`config.mk`:
```
export PLATFORM = sky130hd
export DESIGN_NAME = f32_result_collector
export DESIGN_NICKNAME = d
export VERILOG_FILES = /design/src/rtl/f32_result_collector.sv
export SDC_FILE = /design/constraint.sdc
export NUM_CORES = 1
export LEC_CHECK = 0
export ABC_AREA = 1
export BUFFER_PORTS_ARGS = -buffer_cell sky130_fd_sc_hd__buf_4
export CAP_MARGIN = 15
export CORE_ASPECT_RATIO = 0.9
export CORE_MARGIN = 4
export CORE_UTILIZATION = 50
export DETAILED_ROUTE_END_ITERATION = 10
export PLACE_DENSITY = 0.66
export SLEW_MARGIN = 40
export SYNTH_ARGS = -nofsm -noshare
export SYNTH_HDL_FRONTEND = slang
export SYNTH_SLANG_ARGS = --single-unit
```
`constraint.sdc`:
```
create_clock -name aclk -period 6.4 [get_ports aclk]
set_input_delay 1.28 -clock aclk [delete_from_list [all_inputs] [get_ports aclk]]
set_output_delay 1.28 -clock aclk [all_outputs]
set_load 0.03 [all_outputs]
```
`src/rtl/f32_result_collector.sv`:
```
// Result collector for the fixed-latency f32 operators.
// Valid-only operator results go into a first-word fall-through FIFO, which is
// drained on a ready/valid stream. Credits (issue_ok) gate upstream launches so
// that every launched result is guaranteed a free slot when it arrives.
module f32_result_collector #(
    parameter int unsigned WIDTH = 32,
    parameter int unsigned DEPTH = 16,
    parameter int unsigned CW    = $clog2(DEPTH + 1)
) (
    input  logic             aclk,
    input  logic             rst,
    input  logic             s_axis_result_tvalid,
    input  logic [WIDTH-1:0] s_axis_result_tdata,
    input  logic             issue_valid,
    output logic             issue_ok,
    output logic             m_axis_tvalid,
    input  logic             m_axis_tready,
    output logic [WIDTH-1:0] m_axis_tdata,
    output logic [CW-1:0]    count,
    output logic [CW-1:0]    inflight,
    output logic             overflow,
    output logic             unexpected
);

    localparam int unsigned   AW    = $clog2(DEPTH);
    localparam logic [CW-1:0] Full  = CW'(DEPTH);
    // Credit limit is compared at one extra bit so count + inflight cannot wrap.
    localparam logic [CW:0]   Limit = (CW + 1)'(DEPTH);

    logic [WIDTH-1:0] mem [DEPTH];

    logic [AW-1:0] rd_ptr_q, rd_ptr_d;
    logic [AW-1:0] wr_ptr_q, wr_ptr_d;
    logic [CW-1:0] count_q, count_d;
    logic [CW-1:0] inflight_q, inflight_d;
    logic          overflow_q, overflow_d;
    logic          unexpected_q, unexpected_d;

    logic          push, pop, fire, full, wr_en;
    logic [CW:0]   committed;

    // Event decode, credit check and next-state computation.
    always_comb begin
        push      = s_axis_result_tvalid;
        pop       = (count_q != '0) & m_axis_tready;
        committed = {1'b0, count_q} + {1'b0, inflight_q};
        issue_ok  = committed < Limit;
        fire      = issue_valid & issue_ok;
        full      = count_q == Full;
        // A pop in the same cycle frees the slot, so a full FIFO still accepts.
        wr_en     = push & (~full | pop);

        rd_ptr_d     = rd_ptr_q;
        wr_ptr_d     = wr_ptr_q;
        count_d      = count_q;
        inflight_d   = inflight_q;
        overflow_d   = overflow_q | (push & full & ~pop);
        unexpected_d = unexpected_q;

        if (pop) begin
            rd_ptr_d = rd_ptr_q + AW'(1);
        end
        if (wr_en) begin
            wr_ptr_d = wr_ptr_q + AW'(1);
        end

        case ({wr_en, pop})
            2'b10:   count_d = count_q + CW'(1);
            2'b01:   count_d = count_q - CW'(1);
            default: count_d = count_q;
        endcase

        if (fire && !push) begin
            inflight_d = inflight_q + CW'(1);
        end else if (push && !fire) begin
            if (inflight_q != '0) begin
                inflight_d = inflight_q - CW'(1);
            end else begin
                // Result with no matching launch: saturate and flag it.
                unexpected_d = 1'b1;
            end
        end
    end

    // Control state register with synchronous reset.
    always_ff @(posedge aclk) begin
        if (rst) begin
            rd_ptr_q     <= '0;
            wr_ptr_q     <= '0;
            count_q      <= '0;
            inflight_q   <= '0;
            overflow_q   <= 1'b0;
            unexpected_q <= 1'b0;
        end else begin
            rd_ptr_q     <= rd_ptr_d;
            wr_ptr_q     <= wr_ptr_d;
            count_q      <= count_d;
            inflight_q   <= inflight_d;
            overflow_q   <= overflow_d;
            unexpected_q <= unexpected_d;
        end
    end

    // Storage write; contents are deliberately left untouched by reset.
    always_ff @(posedge aclk) begin
        if (!rst && wr_en) begin
            mem[wr_ptr_q] <= s_axis_result_tdata;
        end
    end

    assign m_axis_tvalid = count_q != '0;
    assign m_axis_tdata  = mem[rd_ptr_q];
    assign count         = count_q;
    assign inflight      = inflight_q;
    assign overflow      = overflow_q;
    assign unexpected    = unexpected_q;

endmodule
```
**After elaboration in Yosys (flattened, before gate mapping)**

Memory sizes are Yosys's and may differ from the RTL's. A register that Yosys moved wholly into a read port is not among the register bits.
Index checks and enable logic that the tools add are counted.

- Bitwise operators: 11
- Order comparisons: 1
- Mux-type cells: 8
- Reductions and logical operators: 13
- Add/subtract/negate cells: 7
- Equal/unequal tests: 3

Operators with widths:

| operator | number |
|---|---|
| $mux 5 | 3 |
| $add 5x1->5 const B | 2 |
| $pmux 5 s2 | 1 |
| $reduce_bool 5->1 | 2 |
| $sub 5x1->5 const B | 2 |
| $add 4x1->4 const B | 2 |
| $mux 4 | 2 |
| $add 5x5->6 | 1 |
| $lt 6x5->1 const B | 1 |
| $reduce_bool 2->1 | 3 |
| $and 1x1->1 | 5 |
| $eq 5x5->1 const B | 1 |
| $not 1->1 | 4 |
| $logic_and 1x1->1 | 3 |
| $logic_not 1->1 | 3 |
| $reduce_and 3->1 | 1 |
| $eq 2x1->1 const B | 1 |
| $eq 2x2->1 const B | 1 |
| $mux 1 | 2 |
| $or 1x1->1 | 2 |
| $reduce_and 2->1 | 1 |

- Output and inout port bits: 46
- Word-level logic and storage cells: 50
- Register bits after elaboration: 20
- Bits in writable memories: 512
- Memories kept: 1

Memory list:

| memory | depth | bits a word | rd ports | clocked after memory_dff | wr ports | RTL line | RTL |
|---|---|---|---|---|---|---|---|
| mem | 16 | 32 | 1 | 1 | 1 | 30 | `logic [WIDTH-1:0] mem [DEPTH];` |

**Depth between registers and ports, before layout**

- Depth after elaboration: 7
- Mapped depth: 17

**Worst setup path before layout**

No wires, ideal clock.

- Path type: input to register
- Start: input m_axis_tready
- End: memory mem[0][0], enable pin
- Path buffers: 0
- Data required time: 5979 ps
- Stages: 6
- Path slack: 2739 ps
- Setup time: 421 ps
- Data arrival time: 3240 ps
- Path through: nor2_1 > nand3_1 > nand2_1 > nor2_1 > nand2_1 > nor2_1

- Cells in the longest elaborated chain, start to end: 6

RTL lines:

| item | RTL line | RTL |
|---|---|---|
| start: declaration | 17 | `input logic m_axis_tready,` |
| $and 1x1->1 | 45 | `pop = (count_q != '0) & m_axis_tready;` |
| $or 1x1->1 | 51 | `wr_en = push & (~full \| pop);` |
| $and 1x1->1 | 51 |  |
| $logic_and 1x1->1 | 106 | `if (!rst && wr_en) begin` |
| $mux 1 | 106 |  |
| $mux 1 (implied by the code) | 107 | `mem[wr_ptr_q] <= s_axis_result_tdata;` |
| end: declaration | 30 |  |

No other way between the ends.

==> metrics.md <==
| Metric | Value |
|---|---|
| Pwr Density | 384 nW/um^2 |
| Max Cap Viol | 0 |
| Mapped Area | 22,000 sq um |
| CTS tree | built |
| I/O pin count | 83 |
| Pwr Total | between 9 and 10 mW |
| Post-synthesis simple-gate area fraction | 0.166 |
| Antenna-violating nets left | 0 |
| Area fraction in compound gates after synthesis | 0.0590 |
| Setup violations, final | 0 |
| Final Cell Area | around 25,000 sq um |
| Initial antenna violation count | 1 |
| Syn. warnings | 0 |
| Clock Sinks | roughly 540 |
| Slew HR | 0.486 |
| DIE AREA | 47,500 sq um |
| Worst VDD drop | approximately 0.22 mV |
| Core box area | roughly 43,000 sq um |
| RSZ-0062 raised after global routing | no |
| DRC Markers | 0 |
| Synth-to-Final Area Change | 13.2% |
| Synthesis-stage register bit count | approximately 540 |
| Post-CTS setup buffer count | 0 |
| Util after Layout | 0.577 |
| Tcrit/Tclk final | 0.685 |
| Post-DR vias/cell | 5.52 |
| FMAX | around 230 MHz |
| First-pass GRT wire length | slightly above 80 mm |
| Critical Path Start Type | register |
| Post-synthesis mux area share | 0 |
| Maximum clock path buffer count | 3 |
| Root buf cell | clkbuf_16 |
| Critical Path Sink Type | primary output |
| Starting DRT DRC Count | approximately 1.4k |
| Top area cells in the synthesized netlist | edfxtp_1 70%, nand2_1 7.1%, nand3_1 4.6% |
| Min Tclk post-route | around 4.4 ns |
| LEAKAGE | slightly above 9 nW |
| Syn avg cell area | 11.6 sq um |
| Final Hold Viols | 0 |
| Post-synthesis cell type count | 26 |
| Total grt overflow | 0 |
| Gate count after technology mapping | 1,896 |
| Max-slew violations | 0 |
| Post-synthesis sequential area ratio | 0.719 |
| Main combinational cell family by area after synthesis | simple AND/OR/NAND/NOR gates |
| Clock transition at the registers of the reported paths | approximately 0.060 ns |
| Die height | 207 um |
| Critical setup path kind | register to primary output |
| Filler cell count in the final layout | 3,526 |
| CTS Buf Count | 54 |
| Synthesized net count | approximately 2k |
| EDFF count, synth | about 510 |
| Area share of the largest cell type after synthesis | 0.698 |
| Hold buffers post-CTS | 0 |
| Resize count post-CTS | 0 |
| DRT Wirelength | ~52 mm |
| Share of layout cells above drive strength 1 | 0.106 |
| Most frequent cell after synthesis | edfxtp_1 |
| All-Layer GR Usage | 0.217 |
| Layout Nets | roughly 2.0k |
| Fin Clk Skew | roughly 0.023 ns |
| Adder-Cell Fraction of Synth Area | 0.0120 |
| Pin count of the biggest net entering global routing | between 100 and 150 |
| Worst EP required | 5.12 ns |
| Leading area contributor after synthesis | edfxtp_1 |
| Initial Util | 0.510 |
| Post-DP HPWL | between 20 and 30 mm |
| DR WL/cell | about 20 um |
| Routability Congestion | 0.779 |
| Top cells by count, synth | 512 x edfxtp_1, 418 x nand2_1, 271 x nor2_1 |
| FP Rows | between 70 and 80 |
| Worst min-delay path class | register to register |
| Area of placed instances | approximately 23,000 sq um |
| Vias | ~14k |
| Input/output buffers | 82 |
| Worst-Margin Slew | about 0.77 ns |
| Synth Flop Type | edfxtp_1 |
| Drt pass-1 iters | 5 |
| Crit-path max FO | between 60 and 70 |
| N_diodes | 0 |
| Die Width | between 200 and 250 um |
| Worst-Skew Late Latency | between 0.6 and 0.7 ns |
| Crit path DAT | just over 3 ns |
| Synth Area in XOR/XNOR | 0.00119 |
| CTS H-tree lvls | 2 |
| Vias in the first global route | between 10k and 15k |
| Setup TNS | 0 ns |
| Run status | finished, final reports clean |
| Post-synth ARST share | 0 |
## logic make-up (layout without fill, tap and decap cells)
kind of cell,count (synthesis),in the layout
compound gates,220,220
xor+xnor,3,3
fa+ha+maj,20,20
buf+inv,217,319
flops,536,536
simple gates,900,900
## path summary, 6_finish.rpt
check / start / end / slack [ns] / cells past startpoint
min: unexpected / unexpected / 0.46 / 2
max: register / m_axis_tdata[19] / 2.01 / 9
min reg2reg: unexpected / unexpected / 0.46 / 2
max reg2reg: count[1] / mem[0][17] / 3.51 / 7
## routing by layer
metal	track usage	routed length (um)	vias to the layer above	share of wire
met5	0	13	-	0.00025
met4	0.0640	1220	2	0.023
met3	0.0378	3580	97	0.068
met2	0.358	25000	467	0.48
met1	0.301	22500	6838	0.43
li1	-	-	6701	-
## final cells by class
| type | instances | area, sq um | share of cell area |
|---|---|---|---|
| multi-input cells | 1143 | 5360 | 0.215 |
| well taps | 555 | 694 | 0.0278 |
| flip-flops and latches | 536 | 15900 | 0.636 |
| clock inverters | 32 | 302 | 0.0121 |
| repair buffers | 109 | 871 | 0.0349 |
| inverters | 111 | 429 | 0.0172 |
| clock buffers | 67 | 1420 | 0.0570 |
## through the flow
stage	hold slack [ns]	setup WS, ns	instances
finish	0.458	2.01	2553
global route	0.480	1.79	2553
CTS	0.457	1.99	2553
detailed placement	0.449	2.63	2454
global placement	0.443	2.63	2453
floorplan	0.472	2.74	1896
## sequential cells by signal, summed over array words and instances (netlist names), named ones only
signal / count
count: 5
mem: 512
inflight: 5
rd_ptr_q: 4
wr_ptr_q: 4
overflow: 1
unexpected: 1
## placed cells by master (no fill, tap or decap), drive strengths merged
cell,count
or2,2
clkinvlp,1
bufinv,5
nand3,204
inv,112
o21ai,126
nor2,271
buf,109
xnor2,1
fa,2
nand2,418
nand3b,1
xor2,2
and3,1
a21boi,1
clkinv,25
o211ai,79
nor3,1
edfxtp,512
a21oi,14
clkbuf,67
ha,18
nand4,2
dfxtp,24
## worst max-delay path, stage by stage, from the launching register on
cell	delay, ns
dfxtp_4	0.47
inv_4	0.54
buf_4	0.62
nand2_1	0.11
nand2_1	0.09
nand2_1	0.05
nand3_1	0.09
nand3_1	0.08
nand2_1	0.16
buf_4	0.18
## report_power, final
group          total (mW)  leakage [nW]  switching (mW)  internal [mW]
clock network        3.08         0.848            1.30           1.78
logic                2.50          3.50            1.69          0.814
registers            4.00          4.81          0.0871           3.91
No activity file was read; power rests on OpenSTA's default activity.
